<file path="config.mk">
export PLATFORM = sky130hd
export DESIGN_NAME = tawas_slice_ctl_flat
export DESIGN_NICKNAME = d
export VERILOG_FILES = /design/src/rtl/tawas_pkg.sv /design/src/rtl/tawas_slice_ctl_if.sv /design/src/rtl/tawas_rr_next.sv /design/src/rtl/tawas_slice_ctl.sv /design/src/flat_wrapper.sv
export SDC_FILE = /design/constraint.sdc
export NUM_CORES = 1
export LEC_CHECK = 0
export BUFFER_PORTS_ARGS = -buffer_cell sky130_fd_sc_hd__buf_4
export CORE_AREA = 2 2 72 74
export CTS_CLUSTER_DIAMETER = 80
export DETAILED_ROUTE_END_ITERATION = 10
export DIE_AREA = 0 0 74 76
export GPL_ROUTABILITY_DRIVEN = 0
export GPL_TIMING_DRIVEN = 0
export SYNTH_ARGS = -nofsm -noshare
export SYNTH_HDL_FRONTEND = slang
export SYNTH_HIERARCHICAL = 1
export SYNTH_SLANG_ARGS = --single-unit
export TNS_END_PERCENT = 30
</file>
<file path="constraint.sdc">
create_clock -name clk -period 2.1 [get_ports clk]
set_input_delay 0.105 -clock clk [delete_from_list [all_inputs] [get_ports clk]]
set_output_delay 0.105 -clock clk [all_outputs]
set_load 0.05 [all_outputs]
</file>
<file path="src/rtl/tawas_pkg.sv">
// -----------------------------------------------------------------------------
// tawas_pkg
//   Shared constants, types and helpers for the Tawas thread-slice sequencer.
//   Contents:
//     clog2()            constant-evaluable ceiling log2 (clog2(1) = 0)
//     TAWAS_NUM_THREADS  default hardware thread count
//     TAWAS_TW           thread-id width for the default thread count
//     slice_t            thread-id type for the default thread count
// -----------------------------------------------------------------------------
package tawas_pkg;

  // Ceiling log2, usable in parameter and localparam expressions.
  function automatic int clog2(input int value);
    int r;
    r = 0;
    for (int i = 0; i < 31; i++) begin
      if ((32'sd1 << i) < value) begin
        r = i + 1;
      end else begin
        r = r;
      end
    end
    return r;
  endfunction

  localparam int TAWAS_NUM_THREADS = 4;
  localparam int TAWAS_TW          = clog2(TAWAS_NUM_THREADS);

  typedef logic [TAWAS_TW-1:0] slice_t;

endpackage

</file>
<file path="src/rtl/tawas_slice_ctl_if.sv">
// -----------------------------------------------------------------------------
// tawas_slice_ctl_if
//   Bundles the slice sequencer's control inputs and slot outputs.
//   Modports:
//     master : core side; drives enable/stall pulses, observes slot outputs
//     slave  : sequencer side; the reverse
//   Signals:
//     thread_en_set/clr  per-thread enable / disable pulses
//     stall_set/clr      remote load issued / returned, per thread
//     slice, slice_vld   current slot owner and its issue qualifier
//     slice_pipe         PIPE_DEPTH delayed slice taps, tap k at [k*TW +: TW]
//     vld_pipe           PIPE_DEPTH delayed slice_vld taps
//     thread_active      registered per-thread enable state
//     err_ovf            sticky per-thread counter over/underflow flag
// -----------------------------------------------------------------------------
interface tawas_slice_ctl_if
  import tawas_pkg::*;
#(
  parameter int NUM_THREADS = TAWAS_NUM_THREADS,
  parameter int PIPE_DEPTH  = 3
);
  localparam int TW = clog2(NUM_THREADS);

  logic [NUM_THREADS-1:0]   thread_en_set;
  logic [NUM_THREADS-1:0]   thread_en_clr;
  logic [NUM_THREADS-1:0]   stall_set;
  logic [NUM_THREADS-1:0]   stall_clr;
  logic [TW-1:0]            slice;
  logic                     slice_vld;
  logic [PIPE_DEPTH*TW-1:0] slice_pipe;
  logic [PIPE_DEPTH-1:0]    vld_pipe;
  logic [NUM_THREADS-1:0]   thread_active;
  logic [NUM_THREADS-1:0]   err_ovf;

  modport master (
    output thread_en_set, thread_en_clr, stall_set, stall_clr,
    input  slice, slice_vld, slice_pipe, vld_pipe, thread_active, err_ovf
  );

  modport slave (
    input  thread_en_set, thread_en_clr, stall_set, stall_clr,
    output slice, slice_vld, slice_pipe, vld_pipe, thread_active, err_ovf
  );

endinterface

</file>
<file path="src/rtl/tawas_rr_next.sv">
// -----------------------------------------------------------------------------
// tawas_rr_next
//   Combinational cyclic first-set search: starting at start_i and wrapping,
//   returns the first index whose mask bit is set.
//   Ports:
//     mask_i   in  N   candidate mask
//     start_i  in  TW  first index examined
//     idx_o    out TW  first set index (start_i when nothing is set)
//     found_o  out 1   some mask bit is set
// -----------------------------------------------------------------------------
module tawas_rr_next
  import tawas_pkg::*;
#(
  parameter int N  = TAWAS_NUM_THREADS,
  parameter int TW = clog2(N)
) (
  input  logic [N-1:0]  mask_i,
  input  logic [TW-1:0] start_i,
  output logic [TW-1:0] idx_o,
  output logic          found_o
);

  logic [TW-1:0] cand;

  // Walk the mask from start_i; N is a power of two so the add wraps for free.
  always_comb begin
    idx_o   = start_i;
    found_o = 1'b0;
    cand    = start_i;
    for (int i = 0; i < N; i++) begin
      cand = start_i + TW'(i);
      if (!found_o && mask_i[cand]) begin
        idx_o   = cand;
        found_o = 1'b1;
      end else begin
        idx_o   = idx_o;
        found_o = found_o;
      end
    end
  end

endmodule

</file>
<file path="src/rtl/tawas_slice_ctl.sv">
// -----------------------------------------------------------------------------
// tawas_slice_ctl
//   Thread-slice sequencer for the Tawas barrel core. Chooses the thread that
//   owns each pipeline slot, qualifies it with a valid bit, tracks per-thread
//   enables and outstanding remote (raccoon) loads, and provides delayed taps
//   for the fetch, AU, LS and regfile stages.
//   Ports:
//     clk, rst  clock; asynchronous active-high reset
//     bus       tawas_slice_ctl_if.slave (enable/stall pulses in, slot info out)
//   Build option:
//     TAWAS_SLICE_SKIP_EN  when defined, disabled threads are skipped instead
//                          of leaving bubbles; default is strict round robin.
// -----------------------------------------------------------------------------
module tawas_slice_ctl
  import tawas_pkg::*;
#(
  parameter int                     NUM_THREADS  = TAWAS_NUM_THREADS,
  parameter int                     MAX_OUT      = 3,
  parameter int                     STALL_THRESH = 1,
  parameter int                     PIPE_DEPTH   = 3,
  parameter logic [NUM_THREADS-1:0] RESET_EN     = {{(NUM_THREADS-1){1'b0}}, 1'b1}
) (
  input logic              clk,
  input logic              rst,
  tawas_slice_ctl_if.slave bus
);

  localparam int TW = clog2(NUM_THREADS);
  localparam int CW = clog2(MAX_OUT + 1);

  logic [NUM_THREADS-1:0] en_vec;
  logic [NUM_THREADS-1:0] err_vec;
  logic [NUM_THREADS-1:0] issue_ok;
  logic [TW-1:0]          slice_q;
  logic [TW-1:0]          slice_inc;
  logic [TW-1:0]          nxt;
  logic                   vld_q;
  logic [TW-1:0]          slice_pipe_q [PIPE_DEPTH];
  logic [PIPE_DEPTH-1:0]  vld_pipe_q;

  for (genvar t = 0; t < NUM_THREADS; t++) begin : gen_thr
    logic          en_q;
    logic          en_d;
    logic          err_q;
    logic          err_d;
    logic [CW-1:0] cnt_q;
    logic [CW-1:0] cnt_d;

    // Enable (disable wins) and saturating outstanding-load counter.
    always_comb begin
      en_d  = en_q;
      cnt_d = cnt_q;
      err_d = err_q;
      if (bus.thread_en_clr[t]) begin
        en_d = 1'b0;
      end else if (bus.thread_en_set[t]) begin
        en_d = 1'b1;
      end else begin
        en_d = en_q;
      end
      case ({bus.stall_set[t], bus.stall_clr[t]})
        2'b10: begin
          if (cnt_q == CW'(MAX_OUT)) begin
            err_d = 1'b1;
          end else begin
            cnt_d = cnt_q + CW'(1);
          end
        end
        2'b01: begin
          if (cnt_q == '0) begin
            err_d = 1'b1;
          end else begin
            cnt_d = cnt_q - CW'(1);
          end
        end
        default: begin
          cnt_d = cnt_q;
        end
      endcase
    end

    // Per-thread state registers.
    always_ff @(posedge clk or posedge rst) begin
      if (rst) begin
        en_q  <= RESET_EN[t];
        cnt_q <= '0;
        err_q <= 1'b0;
      end else begin
        en_q  <= en_d;
        cnt_q <= cnt_d;
        err_q <= err_d;
      end
    end

    assign en_vec[t]   = en_q;
    assign err_vec[t]  = err_q;
    assign issue_ok[t] = en_q & (cnt_q < CW'(STALL_THRESH));
  end

  assign slice_inc = slice_q + TW'(1);

`ifdef TAWAS_SLICE_SKIP_EN
  logic [TW-1:0] rr_idx;
  logic          rr_found;

  // Search starts one past the current owner, so a lone enabled owner
  // is found last and keeps the slot.
  tawas_rr_next #(
    .N  (NUM_THREADS),
    .TW (TW)
  ) u_rr_next (
    .mask_i  (en_vec),
    .start_i (slice_inc),
    .idx_o   (rr_idx),
    .found_o (rr_found)
  );

  assign nxt = rr_found ? rr_idx : slice_inc;
`else
  assign nxt = slice_inc;
`endif

  // Slot sequencer and delay taps; issue uses pre-edge thread state only.
  always_ff @(posedge clk or posedge rst) begin
    if (rst) begin
      slice_q    <= '0;
      vld_q      <= 1'b0;
      vld_pipe_q <= '0;
      for (int k = 0; k < PIPE_DEPTH; k++) begin
        slice_pipe_q[k] <= '0;
      end
    end else begin
      slice_q         <= nxt;
      vld_q           <= issue_ok[nxt];
      slice_pipe_q[0] <= slice_q;
      vld_pipe_q[0]   <= vld_q;
      for (int k = 1; k < PIPE_DEPTH; k++) begin
        slice_pipe_q[k] <= slice_pipe_q[k-1];
        vld_pipe_q[k]   <= vld_pipe_q[k-1];
      end
    end
  end

  for (genvar k = 0; k < PIPE_DEPTH; k++) begin : gen_tap
    assign bus.slice_pipe[k*TW +: TW] = slice_pipe_q[k];
  end

  assign bus.slice         = slice_q;
  assign bus.slice_vld     = vld_q;
  assign bus.vld_pipe      = vld_pipe_q;
  assign bus.thread_active = en_vec;
  assign bus.err_ovf       = err_vec;

endmodule

</file>
<file path="src/flat_wrapper.sv">
// flat-port wrapper written by rule: the top's interface ports become plain ports
module tawas_slice_ctl_flat import tawas_pkg::*;
#(
  parameter int                     NUM_THREADS  = TAWAS_NUM_THREADS,
  parameter int                     MAX_OUT      = 3,
  parameter int                     STALL_THRESH = 1,
  parameter int                     PIPE_DEPTH   = 3,
  parameter logic [NUM_THREADS-1:0] RESET_EN     = {{(NUM_THREADS-1){1'b0}}, 1'b1}
)
  (clk, rst, bus_thread_en_set, bus_thread_en_clr, bus_stall_set, bus_stall_clr, bus_slice, bus_slice_vld, bus_slice_pipe, bus_vld_pipe, bus_thread_active, bus_err_ovf);
  tawas_slice_ctl_if #(.NUM_THREADS(NUM_THREADS), .PIPE_DEPTH(PIPE_DEPTH)) bus_i ();
  input logic clk;
  input logic rst;
  input wire logic [$bits(bus_i.thread_en_set)-1:0] bus_thread_en_set;
  input wire logic [$bits(bus_i.thread_en_clr)-1:0] bus_thread_en_clr;
  input wire logic [$bits(bus_i.stall_set)-1:0] bus_stall_set;
  input wire logic [$bits(bus_i.stall_clr)-1:0] bus_stall_clr;
  output wire logic [$bits(bus_i.slice)-1:0] bus_slice;
  output wire logic [$bits(bus_i.slice_vld)-1:0] bus_slice_vld;
  output wire logic [$bits(bus_i.slice_pipe)-1:0] bus_slice_pipe;
  output wire logic [$bits(bus_i.vld_pipe)-1:0] bus_vld_pipe;
  output wire logic [$bits(bus_i.thread_active)-1:0] bus_thread_active;
  output wire logic [$bits(bus_i.err_ovf)-1:0] bus_err_ovf;
  assign bus_i.thread_en_set = bus_thread_en_set;
  assign bus_i.thread_en_clr = bus_thread_en_clr;
  assign bus_i.stall_set = bus_stall_set;
  assign bus_i.stall_clr = bus_stall_clr;
  assign bus_slice = bus_i.slice;
  assign bus_slice_vld = bus_i.slice_vld;
  assign bus_slice_pipe = bus_i.slice_pipe;
  assign bus_vld_pipe = bus_i.vld_pipe;
  assign bus_thread_active = bus_i.thread_active;
  assign bus_err_ovf = bus_i.err_ovf;
  tawas_slice_ctl #(.NUM_THREADS(NUM_THREADS), .MAX_OUT(MAX_OUT), .STALL_THRESH(STALL_THRESH), .PIPE_DEPTH(PIPE_DEPTH), .RESET_EN(RESET_EN)) u_core (.clk(clk), .rst(rst), .bus(bus_i));
endmodule
</file>
Word level (Yosys, flattened, before mapping)
Cells that the tools add are included.
{ "classes": {"n_addsub": 9, "magnitude_cmp": 5, "n_eq_ne": 28, "mux": 34, "bitwise": 4, "reduce_logical": 20} }
{ "op_table": {"columns": ["operator", "count"], "rows": [
  ["$reduce_and A3 Y1", 8],
  ["$mux W1", 17],
  ["$eq A2 B2 Y1 const B", 8],
  ["$mux W2", 8],
  ["$ne A2 B1 Y1 const B", 8],
  ["$ne A2 B2 Y1 const B", 8],
  ["$pmux W2 S2", 4],
  ["$reduce_bool A2 Y1", 8],
  ["$add A2 B1 Y2 const B", 5],
  ["$eq A2 B1 Y1 const B", 4],
  ["$logic_not A2 Y1", 4],
  ["$lt A2 B1 Y1 const B", 4],
  ["$pmux W1 S2", 4],
  ["$sub A2 B1 Y2 const B", 4],
  ["$and A1 B1 Y1", 4],
  ["$lt A2 B3 Y1 const B", 1],
  ["$bmux W1 S2", 1]
]} }
{ "totals": {"register_bits": 28, "input_bits": 18, "out_inout_bits": 20, "wordCells": 118} }

Longest topological paths before layout
{ "logic_depth": {"ltp_word": 4, "mapped_depth": 5, "depth_no_buf": 5} }

Worst setup path after synthesis
OpenSTA, ideal clock, no wires.
{ "synth_path": {"path_kind": "reg-to-reg", "start": "reg u_core.gen_thr[1].cnt_q[1]", "end": "reg u_core.gen_thr[1].cnt_q[1]", "setup_time_ns": 0.071, "t_arrival_ns": 1.243, "required_time_ns": 2.029, "path_slack_ns": 0.786, "stages_incl_launch_ff": 5, "n_path_buf": 0, "synth_period_minus_slack_ns": 1.314, "path_cell_list": "dfrtp_1 -> ha_1 -> a21o_1 -> or4_1 -> nand4_1"} }
{ "synth_between": {"elab_chain_len": 3, "word_cells_on_any_way": 10, "classes_between": "add/sub (2); eq/ne (3); mux (3); reduce/logical (2)"} }
{ "synth_rtl": {"columns": ["element", "line_no", "text"], "rows": [
  ["from (decl)", "tawas_slice_ctl.sv:46", "logic [CW-1:0] cnt_q;"],
  ["from (signal assigned)", "tawas_slice_ctl.sv:90", "cnt_q <= cnt_d;"],
  ["$sub A2 B1 Y2 (tied with other cells)", "tawas_slice_ctl.sv:73", "cnt_d = cnt_q - CW'(1);"],
  ["$mux W2 (tied with other cells)", "tawas_slice_ctl.sv:70", "if (cnt_q == '0) begin"],
  ["$pmux W2 S2 / $reduce_and A3 Y1 (equally long branches)", null, null]
]} }
Several ways; a longest one is shown, not always the timed one. The select of a mux whose other input is x is not followed.
A chain may end at the register's enable or synchronous reset.

Worst setup path in the final report
Same ends and word-level chain as after synthesis.

==> impl_metrics.env <==
export IMPL_status="complete, no violations"
export IMPL_wire_per_inst_um=9.23
export IMPL_ir_drop_mv=0.308
export IMPL_clock_sinks=28
export IMPL_ys_ff_latch=28
export IMPL_post_route_drc_count=0
export IMPL_grt_pass1_vias=935
export IMPL_maxCapViolCount=0
export IMPL_tns_ns=0
export IMPL_dp_slack_ns=0.720
export IMPL_arrival_ns=1.60
export IMPL_post_place_cells=239
export IMPL_yosysSeqAreaShare_pct=49.2
export IMPL_synthArstFlopShare_pct=100
export IMPL_clockBufferDepth=2
export IMPL_clkSlewWorstSetupHoldPaths_ns=0.09
export IMPL_die_h_um=76
export IMPL_cts_post_setup_buffers_inserted=0
export IMPL_grt_pass1_wl_um=3970
export IMPL_skew_ns=0.00385
export IMPL_synth_area_top_cells="dfrtp_1 47%, ha_1 18%, inv_1 5.5%"
export IMPL_maxSlewViolCount=0
export IMPL_clk_latency_ns=0.27
export IMPL_power_w=0.00170
export IMPL_crit_slowest_cell="dfrtp_1"
export IMPL_drt_pass1_iterations=4
export IMPL_r2r_start="u_core/gen_thr[1].cnt_q[1]"
export IMPL_rsz0062_at_grt="false"
export IMPL_synth_edf_count=0
export IMPL_critPathLaunch="u_core/gen_thr[1].cnt_q[1]"
export IMPL_hold_path_endpoint="u_core/gen_thr[1].en_q"
export IMPL_worstHoldPathCells=3
export IMPL_yosysMostFrequentCell="dfrtp_1"
export IMPL_coreArea_um2=4910
export IMPL_final_cells=247
export IMPL_start_util_pct=29.0
export IMPL_vias_per_cell=4.02
export IMPL_numCtsBuffers=3
export IMPL_grt_ovfl_total=0
export IMPL_io_pins=38
export IMPL_synth_area_per_cell_um2=10.8
export IMPL_hp_start="bus_thread_en_set[1]"
export IMPL_synthTopCellsByCount="27 x dfrtp_1, 21 x inv_1, 20 x ha_1, 10 x nor2_1, 8 x buf_4"
export IMPL_ys_types=26
export IMPL_fillers=486
export IMPL_portBuffers=37
export IMPL_insertedDiodeCount=0
export IMPL_final_setup_viol_count=0
export IMPL_dp_hpwl_um=1780
export IMPL_r2r_end="u_core/gen_thr[1].cnt_q[1]"
export IMPL_routed_wl_um=2280
export IMPL_critPathKind="flop to flop"
export IMPL_fin_crit_sh_pct=66.6
export IMPL_r2r_slack_ns=0.70
export IMPL_synth_top_cell_by_area="dfrtp_1"
export IMPL_total_leakage_power_nw=0.975
export IMPL_yosysTopAreaCellShare_pct=47.4
export IMPL_synth_area_um2=1430
export IMPL_ctsResizeCount=0
export IMPL_cts_tree="yes"
export IMPL_hold_viol=0
export IMPL_crit_fanout=4
export IMPL_p_per_area_nw_per_um2=893
export IMPL_worst_pin_slew_ns=1.03
export IMPL_layout_drive_gt1_share_pct=28.8
export IMPL_grt_max_degree=29
export IMPL_cp_required_ns=2.30
export IMPL_ant_nets=0
export IMPL_period_needed_ns=1.40
export IMPL_syn2layout_area_growth_pct=33.4
export IMPL_cp_end_kind="flop"
export IMPL_hp_class="primary input to flop"
export IMPL_fmax_mhz=715
export IMPL_vias=992
export IMPL_cts_hold_buffers=4
export IMPL_setup_slack_ns=0.702
export IMPL_max_stage_delay_ns=0.42
export IMPL_slew_limit_headroom_pct=31.4
export IMPL_synth_fp_nets=170
export IMPL_reg2regPathDepth=4
export IMPL_nNetsFinal=216
export IMPL_synth_warnings=6
export IMPL_grt_use_total_pct=8.69
export IMPL_htreeDepth=1
export IMPL_die_w_um=74
export IMPL_ys_flop_type="dfrtp_1"
export IMPL_design_die_area_um2=5620
export IMPL_row_count=26
export IMPL_root_buffer="clkbuf_8"
export IMPL_antenna_found_initial=0
export IMPL_start_kind="flop"
export IMPL_syn_inst=132
export IMPL_drt_iter0_markers=73
export IMPL_path_cells="ha_1, a21o_1, or4_1, nand4_1"
==> sequential cells by signal, indices dropped and copies added (netlist names) <==
| signal | count |
|---|---|
| u_core/gen_thr.cnt_q | 8 |
| u_core/bus.slice_pipe | 6 |
| u_core/gen_thr.en_q | 4 |
| u_core/gen_thr.err_q | 4 |
| u_core/bus.vld_pipe | 3 |
| u_core/bus.slice | 2 |
| u_core/bus.slice_vld | 1 |
==> per-stage QoR <==
stage / util [%] / hold slack, ns / instance area (µm²)
final: 38.7 / 0.0503 / 1900
after global routing: 38.7 / 0.0571 / 1900
after CTS: 38.7 / 0.0453 / 1900
after detailed placement: 36.5 / 0.228 / 1790
after global placement: 36.5 / 0.228 / 1790
after floorplan: - / 0.138 / 1430
==> final cells by class <==
class	instances	area, µm²	area share, %
tap	70	87.6	4.60
multi-input combinational	74	582	30.6
buffer	8	60.1	3.16
sequential	28	702	36.9
inverter	22	82.6	4.34
clock buffer	3	41.3	2.17
timing repair buffer	41	318	16.7
clock inverter	1	30.0	1.58
==> worst max-delay path: cells and delay by family, from the launching register on <==
| family | cells | cell delay, ns |
|---|---|---|
| adder cells (fa/ha/maj) | 1 | 0.21 |
| AO/OA/AOI/OAI | 1 | 0.21 |
| AND/OR/NAND/NOR | 2 | 0.50 |
| flip-flops | 1 | 0.42 |
==> where the power goes <==
group	internal [W]	total [W]	switching, W
Sequential	0.000639	0.000699	0.0000604
Clock	0.000255	0.000411	0.000157
Combinational	0.000251	0.000589	0.000338
==> cell usage in the layout, fill, tap and decap left out, types with 2 or more instances in the layout <==
cell           synthesis  routed
dfrtp_1               27      27
inv_1                 21      21
dlygate4sd3_1          0       4
o22ai_1                2       2
nand2_1                4       4
o21bai_1               4       4
nand4_1                2       2
a221oi_1               3       3
nand3_1                3       3
nand2b_1               2       2
nor2b_1                2       2
a21oi_1                3       3
clkbuf_8               0       3
buf_4                  8      45
nor2_1                10      10
mux2i_1                2       2
xnor2_1                2       2
xor2_1                 3       3
nand3b_1               2       2
ha_1                  20      20
o21ai_0                5       5
==> cells by family after synthesis <==
logic type	share of synthesized area [%]
buf+inv	10.0
flops	49.2
simple gates	9.56
compound gates	9.21
fa+ha+maj	17.5
xor+xnor	3.07
mux	1.40
==> worst max path at each step <==
stage               depth (start not counted)                    endpoint  slack, ns
floorplan                                   4  u_core/gen_thr[1].cnt_q[1]       0.79
global placement                            4  u_core/gen_thr[1].cnt_q[1]       0.72
detailed placement                          4  u_core/gen_thr[1].cnt_q[1]       0.72
CTS                                         4  u_core/gen_thr[1].cnt_q[1]       0.69
global route                                5  u_core/gen_thr[2].cnt_q[1]       0.57
finish                                      4  u_core/gen_thr[1].cnt_q[1]       0.70
==> routing by layer <==
layer	vias up	wire length [µm]	part of all wire [%]	track usage (%)
li1	512	-	-	-
met1	454	1050	46	11.5
met2	24	1090	48	14.0
met3	2	130	5.7	1.46
met4	0	17	0.75	3.27
met5	-	0	0	0
Power figures use the tool's default switching activity.
